**config.mk**
```make
export PLATFORM = sky130hd
export DESIGN_NAME = uart_rx_parity
export DESIGN_NICKNAME = d
export VERILOG_FILES = /design/src/rtl/uart_rx_parity.sv
export SDC_FILE = /design/constraint.sdc
export NUM_CORES = 1
export LEC_CHECK = 0
export BUFFER_PORTS_ARGS = -buffer_cell sky130_fd_sc_hd__buf_2
export CORE_UTILIZATION = 61
export DETAILED_ROUTE_END_ITERATION = 6
export HOLD_SLACK_MARGIN = 0.03
export PLACE_DENSITY = 0.92
export REMOVE_ABC_BUFFERS = 1
export SYNTH_ARGS = -nofsm -noshare
export SYNTH_HDL_FRONTEND = slang
export SYNTH_SLANG_ARGS = --single-unit
```
**constraint.sdc**
```tcl
create_clock -name clk -period 2.65 [get_ports clk]
set_input_delay 0.1325 -clock clk [delete_from_list [all_inputs] [get_ports clk]]
set_output_delay 0.1325 -clock clk [all_outputs]
set_load 0.05 [all_outputs]
```
**src/rtl/uart_rx_parity.sv**
```systemverilog
// uart_rx_parity: 8-bit UART receiver with optional parity check.
// Ports: clk, reset (async, active-low), rx_in (serial, idles high),
//   data_out[7:0] (last byte, held), data_valid (1-cycle strobe),
//   parity_err / frame_err (qualify data_valid), busy (FSM not idle).
// Build option: define UART_RX_PARITY_EN for 8E1/8O1 frames;
//   left undefined the frame is 8N1 and parity_err is tied low.
module uart_rx_parity #(
  parameter int CLKS_PER_BIT = 16,
  parameter bit PARITY_ODD   = 1'b0
) (
  input  logic       clk,
  input  logic       reset,
  input  logic       rx_in,
  output logic [7:0] data_out,
  output logic       data_valid,
  output logic       parity_err,
  output logic       frame_err,
  output logic       busy
);

  localparam int CW = $clog2(CLKS_PER_BIT);
  localparam logic [CW-1:0] C_LAST =
    CW'(CLKS_PER_BIT - 1);
  localparam logic [CW-1:0] C_HALF =
    CW'(CLKS_PER_BIT / 2 - 1);

  typedef enum logic [2:0] {
    S_IDLE,
    S_START,
    S_DATA,
`ifdef UART_RX_PARITY_EN
    S_PARITY,
`endif
    S_STOP,
    S_WAIT_HIGH
  } state_t;

  logic          r_sync1;
  logic          r_sync2;
  logic          w_rx_s;
  state_t        r_state;
  state_t        w_state_nxt;
  logic [CW-1:0] r_cnt;
  logic [CW-1:0] w_cnt_nxt;
  logic [2:0]    r_idx;
  logic [2:0]    w_idx_nxt;
  logic [7:0]    r_shift;
  logic [7:0]    w_shift_nxt;
  logic [7:0]    r_data;
  logic [7:0]    w_data_nxt;
  logic          r_dv;
  logic          w_dv_nxt;
  logic          r_ferr;
  logic          w_ferr_nxt;
  logic          w_cnt_last;
  logic          w_cnt_half;

`ifdef UART_RX_PARITY_EN
  logic          r_perr;
  logic          w_perr_nxt;
  logic          r_perr_o;
  logic          w_perr_o_nxt;
`else
  logic          w_unused_par;
  assign w_unused_par = PARITY_ODD;
`endif

  // Two-flop synchronizer; idles high so reset
  // never looks like a start bit.
  always_ff @(posedge clk or negedge reset) begin
    if (!reset) begin
      r_sync1 <= 1'b1;
      r_sync2 <= 1'b1;
    end else begin
      r_sync1 <= rx_in;
      r_sync2 <= r_sync1;
    end
  end

  assign w_rx_s     = r_sync2;
  assign w_cnt_last = (r_cnt == C_LAST);
  assign w_cnt_half = (r_cnt == C_HALF);

  always_ff @(posedge clk or negedge reset) begin
    if (!reset) begin
      r_state  <= S_IDLE;
      r_cnt    <= '0;
      r_idx    <= '0;
      r_shift  <= '0;
      r_data   <= '0;
      r_dv     <= 1'b0;
      r_ferr   <= 1'b0;
`ifdef UART_RX_PARITY_EN
      r_perr   <= 1'b0;
      r_perr_o <= 1'b0;
`endif
    end else begin
      r_state  <= w_state_nxt;
      r_cnt    <= w_cnt_nxt;
      r_idx    <= w_idx_nxt;
      r_shift  <= w_shift_nxt;
      r_data   <= w_data_nxt;
      r_dv     <= w_dv_nxt;
      r_ferr   <= w_ferr_nxt;
`ifdef UART_RX_PARITY_EN
      r_perr   <= w_perr_nxt;
      r_perr_o <= w_perr_o_nxt;
`endif
    end
  end

  always_comb begin
    w_state_nxt  = r_state;
    w_cnt_nxt    = r_cnt + CW'(1);
    w_idx_nxt    = r_idx;
    w_shift_nxt  = r_shift;
    w_data_nxt   = r_data;
    w_dv_nxt     = 1'b0;
    w_ferr_nxt   = 1'b0;
`ifdef UART_RX_PARITY_EN
    w_perr_nxt   = r_perr;
    w_perr_o_nxt = 1'b0;
`endif
    unique case (r_state)
      S_IDLE: begin
        w_cnt_nxt = '0;
        if (!w_rx_s) begin
          w_state_nxt = S_START;
        end
      end
      S_START: begin
        // Mid-bit check rejects short glitches.
        if (w_cnt_half) begin
          w_cnt_nxt = '0;
          if (!w_rx_s) begin
            w_state_nxt = S_DATA;
            w_idx_nxt   = '0;
          end else begin
            w_state_nxt = S_IDLE;
          end
        end
      end
      S_DATA: begin
        if (w_cnt_last) begin
          w_cnt_nxt = '0;
          w_shift_nxt[r_idx] = w_rx_s;
          if (r_idx == 3'd7) begin
`ifdef UART_RX_PARITY_EN
            w_state_nxt = S_PARITY;
`else
            w_state_nxt = S_STOP;
`endif
          end else begin
            w_idx_nxt = r_idx + 3'd1;
          end
        end
      end
`ifdef UART_RX_PARITY_EN
      S_PARITY: begin
        if (w_cnt_last) begin
          w_cnt_nxt   = '0;
          w_perr_nxt  = (^r_shift) ^ w_rx_s
                        ^ PARITY_ODD;
          w_state_nxt = S_STOP;
        end
      end
`endif
      S_STOP: begin
        if (w_cnt_last) begin
          w_cnt_nxt    = '0;
          w_data_nxt   = r_shift;
          w_dv_nxt     = 1'b1;
          w_ferr_nxt   = ~w_rx_s;
`ifdef UART_RX_PARITY_EN
          w_perr_o_nxt = r_perr;
`endif
          // A low stop bit may be a break; wait
          // for the line to rise before rearming.
          w_state_nxt  = w_rx_s ? S_IDLE
                                : S_WAIT_HIGH;
        end
      end
      S_WAIT_HIGH: begin
        w_cnt_nxt = '0;
        if (w_rx_s) begin
          w_state_nxt = S_IDLE;
        end
      end
      default: begin
        w_cnt_nxt   = '0;
        w_state_nxt = S_IDLE;
      end
    endcase
  end

  assign data_out   = r_data;
  assign data_valid = r_dv;
  assign frame_err  = r_ferr;
  assign busy       = (r_state != S_IDLE);
`ifdef UART_RX_PARITY_EN
  assign parity_err = r_perr_o;
`else
  assign parity_err = 1'b0;
`endif

endmodule
```
==> results by group, run 1 <==
Pwr
  • Clock power frac: 0.378
  • VDD IR max: 0.000709 V
  • Comb pwr share: 0.093
  • Leak: 0.762 nW
  • PD cells: 635 nW/um^2
  • Int Power: 749 uW
  • NetSw: 238 uW
  • Sequential share of power: 0.529
  • Pwr Total: 987 uW
  • Net Sw Frac: 0.241

STA
  • FMAX: 522 MHz
  • Setup TNS: 0 ps
  • Final hold vios: 0
  • Rel. slew slack: 0.562
  • Min Tclk post-route: 1910 ps
  • Worst-Margin Slew: 657 ps
  • Setup Skew: 15.4 ps
  • Final setup vio count: 0
  • Final period util: 0.722
  • Slew Limit Fails: 0
  • RSZ-0062 raised after global routing: no

Yosys
  • Sequential fraction of the synthesis area: 0.536
  • Top-area cell type share of the netlist area: 0.499
  • Top post-synthesis cells by area: dfrtp_1 50%, mux2_2 12%, mux2_4 4.3%
  • Synth async-reset ratio: 1.00
  • Post-Syn Instances: 110
  • Synth cell types: 38
  • Most common flop cell mapped by yosys: dfrtp_1
  • Syn_area_per_cell: 12.8 um^2
  • Cell taking the most area after synthesis: dfrtp_1
  • Synthesized area: 1410 um^2
  • Synth Register Bits: 30
  • EDFF count, synth: 0
  • Number of synthesis warnings: 0

Routing
  • Drt drc: 0
  • Drt wl/cell: 14.9 um
  • Detailed Route Iter0 Violations: 11
  • Post-route ant nets: 0
  • Via density: 5.67
  • Routed WL: 2.30 mm
  • First-pass iteration count of the detailed router: 4
  • Vias after detailed routing: 873

Place
  • Port Buffers: 13
  • Placer Congestion: 0.810
  • Total instance count after detailed placement: 144
  • Post-DP HPWL: 1.59 mm
  • Post-DP Area: 1450 um^2

Cells and area
  • Area Growth Syn to Fin: 10.6%
  • Share of layout cells above drive strength 1: 0.413
  • Final Instance Area: 1550 um^2
  • Antenna Cells: 0
  • Final std cells w/o fill: 154
  • Nets@finish: 131

Min path
  • Hold crit path type: flip-flop to flip-flop

GRT
  • GRT Overall Usage: 0.224
  • Grt ovf: 0
  • Number of global-route vias before repair: 869
  • Largest net degree at the start of global routing: 31
  • Antenna violations before repair: 0
  • Global-route wire length before repair: 4.00 mm

Run
  • Max cap viols: 0

Floorplan
  • Die height: 50.0 um
  • Die W: 50.0 um
  • Die area: 2500 um^2
  • I/O pin count: 15
  • Core box area: 2190 um^2
  • Initial core utilization: 0.641
  • Row cnt: 17

CTS
  • Sink Count: 30
  • CTS H-tree lvls: 2
  • Post-CTS setup buffer count: 0
  • Reg clk slew, reported paths: 90 ps
  • CTS tree: done
  • CTS Buf Count: 5
  • Clk_lat worst skew: 330 ps
  • Clk buf depth: 2
  • CTS Root Cell: clkbuf_4

Critical path
  • Arr. time, crit path: 2130 ps
  • Crit path kind: flip-flop to flip-flop
  • Setup crit start kind: flip-flop
  • CP max FO: 7
  • Crit end category: flip-flop
  • Worst path required time: 2860 ps

Status
  • Outcome: finished, final reports clean
## worst max-delay path, cell delays in order, from the launching register on
cell and delay (ps):
dfrtp_1 380, ha_1 270, nand3_2 140, or3_1 530
inv_6 150, mux2_2 340
## cell usage in the layout, fill, tap and decap left out, types with 2 or more instances in the layout
master	n
nor2_1	5
nor4_1	2
nor3_1	5
nand3_1	4
dfrtp_1	28
o31a_2	2
dlygate4sd3_1	2
buf_2	13
dfstp_2	2
mux2_2	15
o21ba_2	2
mux2_4	4
or3_1	2
nand2_1	5
xor2_1	2
ha_1	3
nand4_1	2
clkbuf_4	5
## stage by stage
step / hold WS (ps) / utilization / worst slack (ps)
after detailed placement: 188 / 0.661 / 737
after global placement: 178 / 0.661 / 803
after CTS: 357 / 0.709 / 740
after floorplan: -163 / - / 882
after global routing: 369 / 0.709 / 622
final: 361 / 0.709 / 736
## synthesized netlist by cell type, types with 2 or more instances
cell type and number:
buf_6 3, o31a_2 2, nand3_1 4, mux2_2 15, nor3_1 5, ha_1 3, mux2_4 4, xor2_1 2
nor4_1 2, dfstp_2 2, nand2_1 5, o21ba_2 2, dfrtp_1 28, clkbuf_1 2, or3_1 2, buf_4 2
nand4_1 2, nor2_1 5
## layer usage
metal | vias up | share of wire | global-route usage | wire [um]
li1 | 420 | - | - | -
met1 | 431 | 0.47 | 0.291 | 1080
met2 | 18 | 0.48 | 0.324 | 1100
met3 | 4 | 0.040 | 0.0679 | 91
met4 | 0 | 0.013 | 0.138 | 29
met5 | - | 0 | 0 | 0
## cell type report
type / count / area (um^2)
clock buffer: 7 / 55.1
inverter: 2 / 12.5
sequential: 30 / 753
clock inverter: 1 / 30.0
tap: 28 / 35.0
timing repair buffer: 15 / 85.1
multi-input combinational: 71 / 583
fill: 145 / 637
## sequential cells by signal, summed over array words and instances, names as in the netlist
name,count
r_state,3
r_cnt,4
r_sync1,1
r_shift,8
frame_err,1
r_sync2,1
data_out,8
r_idx,3
data_valid,1
## power groups by stage
stage	Combinational (mW)	Clock [mW]	Sequential (mW)
after CTS	0.0926	0.385	0.521
after floorplan	0.0686	0	0.521
after global routing	0.0998	0.403	0.527
after detailed placement	0.0901	0	0.530
after global placement	0.0867	0	0.529
final	0.0919	0.373	0.522
## timing repair
action                    4_1_cts  5_1_grt
hold endpoints to repair       29        0
hold buffers                    2        0
resized for setup               0        0
## path summary, 6_finish.rpt
check,start,to,slack (ps),cells past startpoint
min in group asynchronous,reset,data_out[7]$_DFFE_PN0P_,370,2
worst max-delay path,r_cnt[0]$_DFF_PN0_,data_out[4]$_DFFE_PN0P_,740,5
worst min register to register,r_sync1$_DFF_PN1_,r_sync2$_DFF_PN1_,360,0
max in group asynchronous,reset,r_cnt[1]$_DFF_PN0_,1850,2
worst max register to register,r_cnt[0]$_DFF_PN0_,data_out[4]$_DFFE_PN0P_,740,5
worst min-delay path,r_sync1$_DFF_PN1_,r_sync2$_DFF_PN1_,360,0
## cell families (layout without fill, tap and decap cells)
kind of cell	Yosys count	in the layout	share of synthesized area
flops	30	30	0.536
xor+xnor	3	3	0.0187
simple gates	36	36	0.151
other cells	1	1	0.00267
fa+ha+maj	3	3	0.0267
compound gates	9	9	0.0525
mux	19	19	0.163
buf+inv	9	25	0.0490
No activity file was read; power rests on OpenSTA's default activity.
==> inputs of run 2 (changes only) <==
CORE_UTILIZATION = 56   (was 61)
PLACE_DENSITY = 0.87   (was 0.92)
clock period = 1.8 ns   (was 2.65 ns; I/O delays follow)
==> results by group, run 2 (same netlist as run 1, synthesis figures left out) <==
STA
  • Worst-Margin Slew: 638 ps
  • Hold slack final: 310 ps
  • Min Tclk post-route: 1700 ps
  • Slew Limit Fails: 0
  • Setup Skew: 9.59 ps
  • Final setup margin: 96.9 ps
  • FMAX: 587 MHz
  • Rel. slew slack: 0.575
  • RSZ-0062 raised after global routing: yes
  • Final setup vio count: 0
  • Final period util: 0.946
  • Final hold vios: 0

Cells and area
  • Antenna Cells: 0
  • Number of fillers in the final layout: 156
  • Most frequent cells in the layout: 28 x dfrtp_1, 15 x mux2_2, 13 x buf_2
  • Share of layout cells above drive strength 1: 0.455
  • Commonest non-fill, non-tap cell in the layout: dfrtp_1
  • Nets@finish: 139
  • Area Growth Syn to Fin: 13.8%

Routing
  • Detailed Route Iter0 Violations: 13
  • First-pass iteration count of the detailed router: 4
  • Drt drc: 0
  • Routed WL: 2.51 mm
  • Post-route ant nets: 0
  • Vias after detailed routing: 930
  • Drt wl/cell: 15.5 um
  • Via density: 5.74

GRT
  • Number of global-route vias before repair: 892
  • Antenna violations before repair: 0
  • GRT Overall Usage: 0.225
  • Global-route wire length before repair: 4.17 mm
  • Largest net degree at the start of global routing: 31
  • Grt ovf: 0

Run
  • Max cap viols: 0

Critical path
  • Arr. time, crit path: 1920 ps
  • Worst path required time: 2020 ps
  • CP max FO: 5
  • Crit end category: flip-flop
  • CP Buf/Inv Count: 1
  • Slowest-stage cell, CP: dfrtp_1
  • Crit path kind: flip-flop to flip-flop
  • Worst path top cell family by delay: simple AND/OR/NAND/NOR gates
  • Crit-path cells: ha_1, buf_4, nand2_1, nor4_1, mux2_2
  • Critical Path Max Stage Delay: 370 ps
  • Setup crit start kind: flip-flop

Pwr
  • PD cells: 835 nW/um^2
  • Comb pwr share: 0.115
  • NetSw: 359 uW
  • Int Power: 976 uW
  • Clock power frac: 0.309
  • Sequential share of power: 0.576
  • Net Sw Frac: 0.269
  • Leak: 0.789 nW
  • VDD IR max: 0.000612 V

Status
  • Outcome: finished, final reports clean

CTS
  • CTS Buf Count: 5
  • Clk_lat worst skew: 330 ps
  • Reg clk slew, reported paths: 90 ps
  • Sink Count: 30
  • CTS Root Cell: clkbuf_4
  • Clk buf depth: 2
  • CTS H-tree lvls: 2
  • Post-CTS setup buffer count: 0
  • CTS tree: done

Floorplan
  • Die height: 52.1 um
  • Core box area: 2300 um^2
  • Die W: 52.1 um
  • Initial core utilization: 0.612
  • I/O pin count: 15
  • Row cnt: 17
  • Die area: 2710 um^2

Place
  • Port Buffers: 13
  • Post-DP HPWL: 1.77 mm
  • Pre-CTS WS: 99.4 ps
  • Placer Congestion: 0.796

Min path
  • Hold crit path type: input port to async pin
==> run 2: changes by cell type in the layout (fill, tap and decap cells not counted) <==
cell,delta
clkbuf_1,+1
nor3_2,+1
nor3_1,-1
buf_4,+8
nor4_2,+1
nor4_1,-1
bufinv_16,-1
==> run 2: what timing repair did <==
action                     in CTS  in global routing
resized for setup               0                  2
hold buffers                    2                  0
setup endpoints to repair       0                  2
hold endpoints to repair       29                  0
==> run 2: area by class of cell <==
class                      count  area, um^2  area share
sequential                    30         753       0.471
multi-input combinational     71         594       0.372
timing repair buffer          23         145      0.0908
clock buffer                   8        58.8      0.0368
tap                           28        35.0      0.0219
inverter                       2        12.5     0.00782
==> run 2: per-stage QoR <==
step | instances | instance area [um^2] | total power, mW | setup TNS, ps | utilization
after CTS | 162 | 1590 | 1.34 | 0 | 0.691
after detailed placement | 152 | 1510 | 0.929 | 0 | 0.657
after global placement | 152 | 1510 | 0.924 | 0 | 0.657
after floorplan | 103 | 1350 | 0.868 | 0 | -
after global routing | 162 | 1600 | 1.40 | -22.5 | 0.696
final | 162 | 1600 | 1.34 | 0 | 0.696
==> run 2: final timing paths <==
kind | from | to | slack [ps] | cells past startpoint
worst max-delay path | r_cnt[0]$_DFF_PN0_ | r_shift[2]$_DFFE_PN0P_ | 100 | 5
worst min-delay path | reset | data_out[1]$_DFFE_PN0P_ | 310 | 2
worst max register to register | r_cnt[0]$_DFF_PN0_ | r_shift[2]$_DFFE_PN0P_ | 100 | 5
worst min register to register | r_sync1$_DFF_PN1_ | r_sync2$_DFF_PN1_ | 360 | 0
max in group asynchronous | reset | r_shift[3]$_DFFE_PN0P_ | 1070 | 2
min in group clk | r_sync1$_DFF_PN1_ | r_sync2$_DFF_PN1_ | 360 | 0
==> run 2: power groups by stage <==
stage	Combinational (mW)	Clock, mW	Sequential, mW
2_1_floorplan	0.101	0	0.767
3_3_place_gp	0.145	0	0.779
3_5_place_dp	0.149	0	0.780
4_1_cts	0.153	0.417	0.768
5_1_grt	0.175	0.453	0.776
6_report	0.154	0.412	0.770
==> run 2: metal layers <==
layer,share of wire,vias up,track usage
met1,0.42,459,0.272
met4,0.023,0,0.0946
met3,0.053,5,0.0702
li1,-,438,-
met2,0.51,28,0.368
met5,0,-,0
==> run 2: worst reg2reg max path, stage by stage (launching register included) <==
cell     delay (ps)
dfrtp_1         370
ha_1            190
buf_4           150
nand2_1         150
nor4_1          360
mux2_2          370
==> inputs of run 3 (changes only) <==
CELL_PAD_IN_SITES_DETAIL_PLACEMENT = 0   (was not set)
CELL_PAD_IN_SITES_GLOBAL_PLACEMENT = 1   (was not set)
CORE_UTILIZATION = 46   (was 56)
==> results by group, run 3 (same netlist as run 1, synthesis figures left out) <==
Routing
  • Drt wl/cell: 14.3 um
  • Detailed Route Iter0 Violations: 39
  • Drt drc: 0
  • Via density: 5.44
  • Vias after detailed routing: 903
  • Post-route ant nets: 0
  • Routed WL: 2.37 mm
  • First-pass iteration count of the detailed router: 3

CTS
  • CTS H-tree lvls: 2
  • Sink Count: 30
  • Clk buf depth: 2
  • Clk_lat worst skew: 320 ps
  • Reg clk slew, reported paths: 90 ps
  • Post-CTS setup buffer count: 0
  • CTS tree: done
  • CTS Root Cell: clkbuf_4
  • CTS Buf Count: 5
  • Post_cts resized: 0

STA
  • Final hold vios: 0
  • Rel. slew slack: 0.556
  • Setup Skew: 8.04 ps
  • Min Tclk post-route: 1750 ps
  • Final setup vio count: 0
  • FMAX: 573 MHz
  • Worst-Margin Slew: 666 ps
  • Slew Limit Fails: 0
  • Final setup margin: 54.8 ps
  • Final period util: 0.970
  • RSZ-0062 raised after global routing: yes

GRT
  • Grt ovf: 0
  • GR peak layer: met2
  • M2 GR Usage: 0.267
  • Largest net degree at the start of global routing: 31
  • Number of global-route vias before repair: 858
  • Global-route wire length before repair: 4.12 mm
  • GRT Overall Usage: 0.174
  • Global routing usage on met1: 0.217
  • GR Util met3: 0.0816
  • Antenna violations before repair: 0

Floorplan
  • Die W: 57.3 um
  • I/O pin count: 15
  • Die area: 3280 um^2
  • Row cnt: 19
  • Core box area: 2830 um^2
  • Die height: 57.3 um
  • Initial core utilization: 0.497

Pwr
  • Int Power: 980 uW
  • PD cells: 835 nW/um^2
  • Clock power frac: 0.303
  • NetSw: 356 uW
  • Pwr Total: 1.34 mW
  • Sequential share of power: 0.572
  • VDD IR max: 0.000483 V
  • Net Sw Frac: 0.267
  • Comb pwr share: 0.124
  • Leak: 0.797 nW

Critical path
  • Arr. time, crit path: 1960 ps
  • Crit path kind: flip-flop to flip-flop
  • Worst path required time: 2020 ps
  • Crit end category: flip-flop
  • CP max FO: 5
  • R2R depth: 4
  • Setup crit start kind: flip-flop

Run
  • Max cap viols: 0

Place
  • Pre-CTS WS: 86.0 ps
  • Port Buffers: 13
  • Placer Congestion: 0.815
  • Post-DP HPWL: 1.67 mm
  • Post-DP Area: 1520 um^2

Cells and area
  • Nets@finish: 140
  • Share of layout cells above drive strength 1: 0.452
  • Commonest non-fill, non-tap cell in the layout: dfrtp_1
  • Final Instance Area: 1600 um^2
  • Area Growth Syn to Fin: 13.9%
  • Antenna Cells: 0
  • Most frequent cells in the layout: 28 x dfrtp_1, 15 x mux2_2, 13 x buf_2

Min path
  • Hold crit path type: input port to async pin

Status
  • Outcome: finished, final reports clean
==> run 3: cell types whose count changed in the layout (fill, tap and decap cells not counted) <==
cell,previous run,this run
nor4_2,1,0
nor3_2,1,0
nor4_1,1,2
buf_4,8,9
clkinv_2,0,1
nor3_1,4,5
clkbuf_1,2,1
==> run 3: final timing paths <==
check                                    from                      end  slack (ps)
setup / recovery           r_cnt[0]$_DFF_PN0_   r_shift[2]$_DFFE_PN0P_          50
hold / removal                          reset   r_shift[0]$_DFFE_PN0P_         330
setup reg to reg           r_cnt[0]$_DFF_PN0_   r_shift[2]$_DFFE_PN0P_          50
hold reg to reg             r_sync1$_DFF_PN1_        r_sync2$_DFF_PN1_         360
max in group asynchronous               reset  data_out[6]$_DFFE_PN0P_        1030
min in group clk            r_sync1$_DFF_PN1_        r_sync2$_DFF_PN1_         360
==> run 3: final cells by class <==
| type | count | area, um^2 |
|---|---|---|
| Inverter | 2 | 12.5 |
| Clock inverter | 1 | 5.00 |
| Fill cell | 242 | 1230 |
| Clock buffer | 7 | 55.1 |
| Timing Repair Buffer | 24 | 153 |
| Tap cell | 31 | 38.8 |
| Sequential cell | 30 | 753 |
| Multi-Input combinational cell | 71 | 583 |
==> run 3: repair_timing <==
item / in CTS / in global routing
endpoints found under the hold margin: 29 / 0
hold buffers: 2 / 0
endpoints found under the setup margin: 0 / 1
==> run 3: through the flow <==
stage	instances	hold WS, ps	util	TNS (ps)
after detailed placement	156	154	0.537	0
after floorplan	103	-206	-	0
final	166	327	0.566	0
after global placement	156	148	0.537	0
after CTS	166	338	0.566	0
after global routing	166	346	0.566	-20.9
==> run 3: power groups by stage <==
stage          clock [mW]  sequential, mW  combinational, mW
6_report            0.405           0.765              0.166
5_1_grt             0.467           0.768              0.183
4_1_cts             0.419           0.762              0.169
3_5_place_dp            0           0.775              0.163
3_3_place_gp            0           0.773              0.160
2_1_floorplan           0           0.767              0.101
==> run 3: per-layer routing <==
layer | share of wire | up-vias
met4 | 0.016 | 0
li1 | - | 445
met1 | 0.47 | 438
met2 | 0.48 | 15
met3 | 0.032 | 5
met5 | 0 | -
==> run 3: critical path, cell delays in order, from the launching register on <==
cell and delay, ps:
dfrtp_1 380, ha_1 250, nand2_1 170, nor4_1 470
mux2_2 380
